### config.mk
export PLATFORM = sky130hd
export DESIGN_NAME = spi_master_param
export DESIGN_NICKNAME = d
export VERILOG_FILES = /design/src/rtl/spi_master_param.sv
export SDC_FILE = /design/constraint.sdc
export NUM_CORES = 1
export LEC_CHECK = 0
export ABC_AREA = 1
export BUFFER_PORTS_ARGS = -buffer_cell sky130_fd_sc_hd__clkbuf_2
export CORE_ASPECT_RATIO = 0.8
export CORE_UTILIZATION = 45
export CTS_CLUSTER_DIAMETER = 50
export DETAILED_ROUTE_END_ITERATION = 10
export GPL_TIMING_DRIVEN = 0
export PLACE_DENSITY = 0.66
export SKIP_CTS_REPAIR_TIMING = 1
export SLEW_MARGIN = 20
export SYNTH_ARGS = -nofsm -noshare
export SYNTH_HDL_FRONTEND = slang
export SYNTH_SLANG_ARGS = --single-unit
### constraint.sdc
create_clock -name clk -period 3.1 [get_ports clk]
set_clock_uncertainty 0.15 [all_clocks]
set_input_delay 0.155 -clock clk [delete_from_list [all_inputs] [get_ports clk]]
set_output_delay 0.155 -clock clk [all_outputs]
set_load 0.03 [all_outputs]
### src/rtl/spi_master_param.sv
// SPI master: one DATA_W-bit full-duplex transfer per start; SPI mode and target slave are chosen per transfer.
// Latency: done pulses 1 + CLK_DIV*(2*DATA_W+2) cycles after the cycle in which start is accepted.
// Backpressure: start is taken only in IDLE; requests while busy (DONE included) are dropped, with no stall once started.

module spi_master_param #(
  parameter int DATA_W    = 12,
  parameter int CLK_DIV   = 4,
  parameter int CS_SEL_W  = 2,
  parameter int LSB_FIRST = 0
) (
  input  logic                     clk,
  input  logic                     rst,
  input  logic                     start,
  input  logic [DATA_W-1:0]        din,
  input  logic [1:0]               mode,
  input  logic [CS_SEL_W-1:0]      cs_sel,
  input  logic                     miso,
  output logic [2**CS_SEL_W-1:0]   cs,
  output logic                     sclk,
  output logic                     mosi,
  output logic [DATA_W-1:0]        dout,
  output logic                     busy,
  output logic                     done
);

  localparam int NUM_CS = 2**CS_SEL_W;
  localparam int DIV_W  = (CLK_DIV > 1) ? $clog2(CLK_DIV) : 1;
  localparam int HP_W   = $clog2(2*DATA_W);

  typedef enum logic [2:0] {IDLE, SETUP, SHIFT, HOLD, DONE} state_t;

  state_t              state, state_nxt;
  logic [DIV_W-1:0]    div_cnt;
  logic [HP_W-1:0]     hp_cnt;
  logic [1:0]          mode_q;
  logic [DATA_W-1:0]   tx_sh;
  logic [DATA_W-1:0]   rx_sh;

  logic div_last, hp_last;
  logic accept, sclk_ev, sclk_lead, adv, smp, finish;

  // Bit that goes on the wire first / next, and the matching shift directions.
  function automatic logic first_bit(input logic [DATA_W-1:0] w);
    first_bit = (LSB_FIRST != 0) ? w[0] : w[DATA_W-1];
  endfunction

  function automatic logic [DATA_W-1:0] shift_out(input logic [DATA_W-1:0] w);
    shift_out = (LSB_FIRST != 0) ? (w >> 1) : (w << 1);
  endfunction

  function automatic logic [DATA_W-1:0] shift_in(input logic [DATA_W-1:0] w, input logic b);
    shift_in = (LSB_FIRST != 0) ? {b, w[DATA_W-1:1]} : {w[DATA_W-2:0], b};
  endfunction

  assign div_last = (div_cnt == DIV_W'(CLK_DIV-1));
  assign hp_last  = (hp_cnt  == HP_W'(2*DATA_W-1));

  // State register.
  always_ff @(posedge clk) begin
    if (rst) state <= IDLE;
    else     state <= state_nxt;
  end

  // Next-state logic: every timed phase ends on the last cycle of a CLK_DIV period.
  always_comb begin
    state_nxt = state;
    case (state)
      IDLE:    if (start)              state_nxt = SETUP;
      SETUP:   if (div_last)           state_nxt = SHIFT;
      SHIFT:   if (div_last && hp_last) state_nxt = HOLD;
      HOLD:    if (div_last)           state_nxt = DONE;
      DONE:                            state_nxt = IDLE;
      default:                         state_nxt = IDLE;
    endcase
  end

  // Status outputs and per-cycle strobes; an sclk event fires on the cycle before the new half-period starts.
  always_comb begin
    busy      = (state != IDLE);
    done      = (state == DONE);
    accept    = (state == IDLE) && start;
    finish    = (state == HOLD) && div_last;
    sclk_ev   = ((state == SETUP) && div_last) || ((state == SHIFT) && div_last && !hp_last);
    // The coming toggle is a leading edge when sclk currently rests at CPOL.
    sclk_lead = (sclk == mode_q[1]);
    smp       = sclk_ev && (mode_q[0] ? !sclk_lead : sclk_lead);
    // CPHA=0 skips the trailing edge into the final half-period: all bits are already out.
    adv       = sclk_ev && (mode_q[0] ? sclk_lead
                                      : (!sclk_lead && (hp_cnt != HP_W'(2*DATA_W-2))));
  end

  // Divider counter: cycles within the current CLK_DIV period.
  always_ff @(posedge clk) begin
    if (rst)
      div_cnt <= '0;
    else if (state == SETUP || state == SHIFT || state == HOLD)
      div_cnt <= div_last ? '0 : div_cnt + 1'b1;
    else
      div_cnt <= '0;
  end

  // Half-period counter across SHIFT.
  always_ff @(posedge clk) begin
    if (rst)
      hp_cnt <= '0;
    else if (state == SHIFT) begin
      if (div_last) hp_cnt <= hp_last ? '0 : hp_cnt + 1'b1;
    end else
      hp_cnt <= '0;
  end

  // Datapath: latch request, drive sclk/mosi, shift miso in, publish dout at DONE.
  always_ff @(posedge clk) begin
    if (rst) begin
      cs     <= '1;
      sclk   <= 1'b0;
      mosi   <= 1'b0;
      dout   <= '0;
      mode_q <= '0;
      tx_sh  <= '0;
      rx_sh  <= '0;
    end else begin
      if (accept) begin
        mode_q <= mode;
        cs     <= ~(NUM_CS'(1) << cs_sel);
        sclk   <= mode[1];
        rx_sh  <= '0;
        if (mode[0]) begin
          tx_sh <= din;
        end else begin
          // CPHA=0 needs the first bit on the wire before the first leading edge.
          tx_sh <= shift_out(din);
          mosi  <= first_bit(din);
        end
      end
      if (sclk_ev) sclk <= ~sclk;
      if (adv) begin
        mosi  <= first_bit(tx_sh);
        tx_sh <= shift_out(tx_sh);
      end
      if (smp) rx_sh <= shift_in(rx_sh, miso);
      if (finish) begin
        cs   <= '1;
        dout <= rx_sh;
      end
    end
  end

endmodule

==> impl_metrics.json, run 1 <==
{
  "vdd_drop_max_mv": 0.2523,
  "yosysTopAreaCell": "dfxtp_1",
  "insertion_delay_ps": 320,
  "r2r-start": "div_cnt[0]$_SDFF_PP0_",
  "row_count": 24,
  "grt_pass1_wl_mm": 9.522,
  "yosys-top-cells-count": "90 x nand2_1, 56 x nand3_1, 54 x dfxtp_1",
  "maxCapViolCount": 0,
  "power_density_mw_per_mm2": 504.2,
  "core_area_sq_mm": 0.005435,
  "fin_crit_ps": 1922,
  "clk_pin_slew_ps": 100,
  "port_buffers": 39,
  "setup_violations": 0,
  "antennaDiodeCount": 0,
  "fmax_mhz": 520.2,
  "worstPathRequired_ps": 3130,
  "yosys.area.top_type_share": 0.4279,
  "synth_warnings": 0,
  "ys_types": 25,
  "slew_violations": 0,
  "numCtsBuffers": 5,
  "cpPeakStageDelay_ps": 350,
  "synth_compound_area_frac": 0.1451,
  "placed_cell_area_sq_mm": 0.002819,
  "cp_max_fo": 10,
  "wl_mm": 5.601,
  "root_buffer": "clkbuf_8",
  "start_kind": "register",
  "synth_mux_area_frac": 0,
  "dp_hpwl_mm": 4.129,
  "ff2ff_path_depth": 8,
  "grt_overflow": 0,
  "status": "finished, final reports clean",
  "finalSetupTns_ps": 0,
  "die_area_sq_mm": 0.005919,
  "firstDrtPassIters": 6,
  "rsz0062_at_grt": "no",
  "drc": 0,
  "path_cells": "ha_1 -> buf_2 -> nand3_1 -> o21ai_4 -> buf_2 -> nand3_1 -> nand2_1 -> a21oi_1",
  "final_cell_area_sq_mm": 0.002997,
  "utilization": 0.5513,
  "crit_type": "register to register",
  "cts_sinks": 54,
  "antenna_found_initial": 0,
  "synth-main-ff-cell": "dfxtp_1",
  "min_path_type": "input pin to register",
  "synth-async-reset-ratio": 0,
  "vias": 2435,
  "nets": 444,
  "start_util": 0.4648,
  "grt_use_met1": 0.2581,
  "synthXorXnorAreaFrac": 0.003467,
  "grt_busiest_layer": "met2",
  "reg2reg_to": "tx_sh[3]$_SDFFE_PP0P_",
  "syn2layout_area_growth_pct": 18.62,
  "min_to": "mode_q[1]$_SDFFE_PP0P_",
  "max_slew_margin": 0.6861,
  "yosysMostFrequentCell": "nand2_1",
  "ys_ff_latch": 54,
  "clockBufferDepth": 2,
  "first_iter_violations": 88,
  "synth_top_family_by_area": "simple AND/OR/NAND/NOR gates",
  "cp.arrival_ps": 1960,
  "die_height_um": 69.02,
  "syn_inst": 371,
  "ys_seq_area_frac": 0.4279,
  "hold_ws_ps": 17.98,
  "finalHoldViolations": 0,
  "syn_nets": 394,
  "grt_pass1_vias": 2253,
  "critPathCaptureType": "register",
  "wl_per_cell_um": 11.20,
  "syn_area_per_cell_sq_um": 6.809,
  "synth_area_leaders": "dfxtp_1 43%, nand2_1 13%, nand3_1 11%",
  "r2r_setup_slack_ps": 1180,
  "tightest_slew_ps": 470.9,
  "cts_htree_levels": 2,
  "grt_max_degree": 18,
  "synth_edf_count": 0,
  "chipWidth_um": 85.77,
  "hold_depth": 5,
  "use_met3": 0.04311,
  "cts_tree": "built",
  "post-route-period-util": 0.6201,
  "synth_area_sq_mm": 0.002526,
  "globalRouteMet2Util": 0.3333,
  "synthSimpleGateAreaFrac": 0.2987,
  "synth_adder_area_share": 0.01486,
  "slowest_stage": "dfxtp_1",
  "ant_nets": 0,
  "viasPerCell": 4.870,
  "place_congestion": 0.8222,
  "p_leak_uw": 0.001302,
  "min_from": "mode[1]",
  "io_pins": 40,
  "track_usage": 0.2018,
  "drive_gt1_frac": 0.1493
}
==> final cells by class <==
| cell class | instances | area, sq um |
|---|---|---|
| inverters | 49 | 183.9 |
| flip-flops and latches | 54 | 1081 |
| clock buffers | 5 | 68.82 |
| plain buffers | 20 | 93.84 |
| clock inverters | 3 | 68.82 |
| multi-input cells | 248 | 1167 |
| repair buffers | 43 | 235.2 |
| fillers | 552 | 2439 |
| well taps | 78 | 97.59 |
==> where the power goes <==
part	internal [uW]	total [uW]	switching [uW]
registers	719	735	15.4
logic	67.4	213	146
clock network	323	563	239
==> flip-flops by register name, indices dropped and copies added (netlist names) <==
signal / cells
cs: 4
div_cnt: 2
dout: 12
hp_cnt: 5
mode_q: 2
mosi: 1
rx_sh: 12
sclk: 1
state: 3
tx_sh: 12
==> per-stage QoR <==
stage	power, uW	worst slack [ps]	instances
floorplan	897.0	1446	371
global placement	954.7	1209	488
detailed placement	959.3	1220	488
CTS	1519	1185	496
global route	1574	937.8	500
finish	1511	1178	500
==> worst max-delay path: cells and delay by family, from the launching register on <==
kind,cells,cell delay [ps]
buffers and inverters,2,470
flip-flops,1,350
AO/OA/AOI/OAI,2,340
AND/OR/NAND/NOR,3,330
adder cells (fa/ha/maj),1,130
==> cells in the final DEF (no fill, tap or decap) <==
cell,n
a211oi_1,1
a21oi_1,45
and2_1,1
buf_1,3
buf_2,6
buf_4,1
buf_6,1
bufinv_16,2
clkbuf_1,9
clkbuf_2,39
clkbuf_8,5
clkinv_4,1
dfxtp_1,54
dlygate4sd3_1,4
ha_1,3
inv_1,47
inv_2,2
nand2_1,90
nand2_2,2
nand3_1,56
nand4_1,3
nor2_1,16
nor2_2,2
nor3_1,1
nor3b_1,2
o21ai_0,22
o21ai_4,1
o21bai_1,1
or2_2,1
xor2_1,1
==> routing by layer <==
| layer | share of wire | wire (um) |
|---|---|---|
| met2 | 0.44 | 2478 |
| met1 | 0.51 | 2846 |
| met3 | 0.031 | 175 |
| met5 | 0 | 0 |
| met4 | 0.018 | 100 |
==> cell families after synthesis <==
group | after synthesis
compound gates | 70
xor+xnor | 1
buf+inv | 69
simple gates | 174
flops | 54
fa+ha+maj | 3
==> how the worst max path moves through the flow <==
stage	cells after the start	slack (ps)	to	startpoint
6_report	8	1180	tx_sh[3]$_SDFFE_PP0P_	div_cnt[0]$_SDFF_PP0_
5_1_grt	11	940	tx_sh[6]$_SDFFE_PP0P_	hp_cnt[0]$_SDFFE_PP0P_
4_1_cts	8	1180	tx_sh[6]$_SDFFE_PP0P_	div_cnt[0]$_SDFF_PP0_
3_5_place_dp	8	1220	tx_sh[6]$_SDFFE_PP0P_	div_cnt[0]$_SDFF_PP0_
3_3_place_gp	8	1210	tx_sh[3]$_SDFFE_PP0P_	div_cnt[0]$_SDFF_PP0_
2_1_floorplan	8	1450	tx_sh[11]$_SDFFE_PP0P_	sclk$_SDFFE_PP0P_
(Power assumes the default switching activity.)
==> inputs of run 2 (changes only) <==
--- a/config.mk
+++ b/config.mk
@@ -12,7 +12,7 @@
 export CTS_CLUSTER_DIAMETER = 50
 export DETAILED_ROUTE_END_ITERATION = 10
 export GPL_TIMING_DRIVEN = 0
-export PLACE_DENSITY = 0.66
+export PLACE_DENSITY = 0.68
 export SKIP_CTS_REPAIR_TIMING = 1
 export SLEW_MARGIN = 20
 export SYNTH_ARGS = -nofsm -noshare
==> constraint.sdc (replaced) <==
create_clock -name clk -period 1.75 [get_ports clk]
set_clock_uncertainty 0.15 [all_clocks]
set_input_delay 0.0875 -clock clk [delete_from_list [all_inputs] [get_ports clk]]
set_output_delay 0.0875 -clock clk [all_outputs]
set_load 0.03 [all_outputs]
==> run 2 against run 1 <==
  * Sequential share of layout area decreased by 2.8 points
  * Cell count increased by 2.6%
  * Die area unchanged
  * Critical endpoint unchanged
  * Power increased by 71%
  * Worst setup slack got worse by 1100 ps
  * Combinational power increased by 100%
  * Highest routed layer unchanged
  * Largest cell class unchanged
  * Critical path depth increased by 2
  * Utilization increased by 5.0 points
  * Via count increased by 4.8%
==> impl_metrics.json, run 2 (synthesis results as in run 1) <==
{
  "cts_tree": "built",
  "ff2ff_path_depth": 10,
  "n_fill_cell": 512,
  "power.switching_uw": 723.3,
  "hold_ws_ps": 1.266,
  "firstDrtPassIters": 4,
  "io_pins": 40,
  "final_common_cell": "nand2_1",
  "reg2reg_to": "tx_sh[3]$_SDFFE_PP0P_",
  "maxCapViolCount": 0,
  "cpPeakStageDelay_ps": 360,
  "fmax_mhz": 594.8,
  "use_met3": 0.04072,
  "wl_per_cell_um": 11.26,
  "chipWidth_um": 85.77,
  "final_cell_mix": "86 x nand2_1, 54 x nand3_1, 50 x dfxtp_1",
  "cp_max_fo": 8,
  "critPathLaunch": "div_cnt[0]$_SDFF_PP0_",
  "power_density_mw_per_mm2": 789.9,
  "path_buf_inv": 3,
  "die_height_um": 69.02,
  "drc": 0,
  "grt_use_met1": 0.2600,
  "p_comb_frac": 0.168,
  "ant_nets": 0,
  "finalHoldViolations": 0,
  "slew_violations": 0,
  "tightest_slew_ps": 525.4,
  "syn2layout_area_growth_pct": 29.37,
  "grt_overflow": 0,
  "crit_family": "buffers and inverters",
  "r2r_setup_slack_ps": 70,
  "port_buffers": 39,
  "slowest_stage": "dfxtp_2",
  "start_util": 0.4648,
  "vdd_drop_max_mv": 0.4599,
  "start_kind": "register",
  "fin_crit_ps": 1681,
  "endpoint": "tx_sh[3]$_SDFFE_PP0P_",
  "insertion_delay_ps": 310,
  "crit_type": "register to register",
  "dp_hpwl_mm": 3.990,
  "max_slew_margin": 0.6497,
  "finalSetupTns_ps": 0,
  "root_buffer": "clkbuf_8",
  "viasPerCell": 4.973,
  "grt_busiest_layer": "met2",
  "r2r-start": "div_cnt[0]$_SDFF_PP0_",
  "grt_max_degree": 18,
  "clockBufferDepth": 2,
  "first_iter_violations": 104,
  "grt_pass1_wl_mm": 9.349,
  "clk_pin_slew_ps": 100,
  "seq_power_share": 0.504,
  "grt_pass1_vias": 2158,
  "cts_sinks": 54,
  "critPathCaptureType": "register",
  "reg_top3": "dout x12, rx_sh x12, tx_sh x12",
  "wl_mm": 5.774,
  "crit_cells": 10,
  "setup_violations": 0,
  "globalRouteMet2Util": 0.3156,
  "core_area_sq_mm": 0.005435,
  "antenna_found_initial": 0,
  "worstPathRequired_ps": 1830,
  "path_cells": "ha_4 -> buf_6 -> nand4_1 -> o21ai_4 -> buf_12 -> nand2_8 -> buf_8 -> nand2_1 -> nand2_1 -> a21oi_1",
  "drive_gt1_frac": 0.2207,
  "antennaDiodeCount": 0,
  "nets": 457,
  "p_leak_uw": 0.001402,
  "min_path_type": "input pin to register",
  "cp.arrival_ps": 1760,
  "cp_common_cell": "nand2_1",
  "row_count": 24,
  "die_area_sq_mm": 0.005919,
  "vias": 2551,
  "netSwitchingFraction": 0.2802,
  "status": "finished, final reports clean",
  "numCtsBuffers": 5,
  "intPower_uw": 1858,
  "place_congestion": 0.8306,
  "clkPwrFrac": 0.327,
  "post-route-period-util": 0.9607,
  "track_usage": 0.1934,
  "cts_htree_levels": 2
}
run 2: changes by cell type in the layout (fill, tap and decap cells not counted), moves of 4 or more:
cell,before,now
buf_4,1,10
buf_2,6,1
clkbuf_2,39,44
buf_6,1,5
clkbuf_1,9,5
dfxtp_1,54,50
nand2_1,90,86
run 2: power groups by stage:
stage	sequential, uW	combinational [uW]	clock [uW]
2_1_floorplan	1350	238	0
3_3_place_gp	1330	363	0
3_5_place_dp	1330	367	0
4_1_cts	1300	368	869
5_1_grt	1310	485	910
6_report	1300	434	845
run 2: worst min-delay path by stage:
stage              start                    to  slack (ps)  cells after the start
2_1_floorplan  cs_sel[1]    cs[0]$_SDFFE_PP1P_          70                      2
3_3_place_gp   cs_sel[1]    cs[0]$_SDFFE_PP1P_         190                      3
3_5_place_dp   cs_sel[1]    cs[0]$_SDFFE_PP1P_         190                      3
4_1_cts        cs_sel[1]    cs[0]$_SDFFE_PP1P_        -130                      3
5_1_grt              rst  dout[3]$_SDFFE_PP0P_          40                      4
6_report             rst  dout[4]$_SDFFE_PP0P_           1                      4
run 2: layout make-up:
type                    instances  area (sq um)  area share
multi-input cells             248          1271      0.3890
flip-flops and latches         54          1089      0.3331
repair buffers                 56         367.9      0.1126
inverters                      49         183.9     0.05628
plain buffers                  20         146.4     0.04479
well taps                      78         97.59     0.02986
clock buffers                   5         68.82     0.02106
clock inverters                 3         43.79     0.01340
run 2: stage by stage:
stage,cell area [sq um],util,setup slack (ps),power [uW],std cells
after floorplan,2526,-,96.41,1589,371
after global placement,2819,0.5186,-137.1,1690,488
after detailed placement,2819,0.5186,-164.3,1696,488
after CTS,2932,0.5394,-203.3,2538,496
after global routing,3268,0.6013,-25.26,2703,513
final,3268,0.6013,68.84,2582,513
run 2: worst register-to-register path: stages, from the launching register on:
cell     delay (ps)
dfxtp_2         360
ha_4            130
buf_6           100
nand4_1         160
o21ai_4         120
buf_12          150
nand2_8          80
buf_8           130
nand2_1          50
nand2_1          50
a21oi_1         120
run 2: layer usage:
metal  vias up  wire length (um)
met5         -                 0
met3         7               201
li1       1324                 -
met1      1166              2813
met2        54              2713
met4         0                46
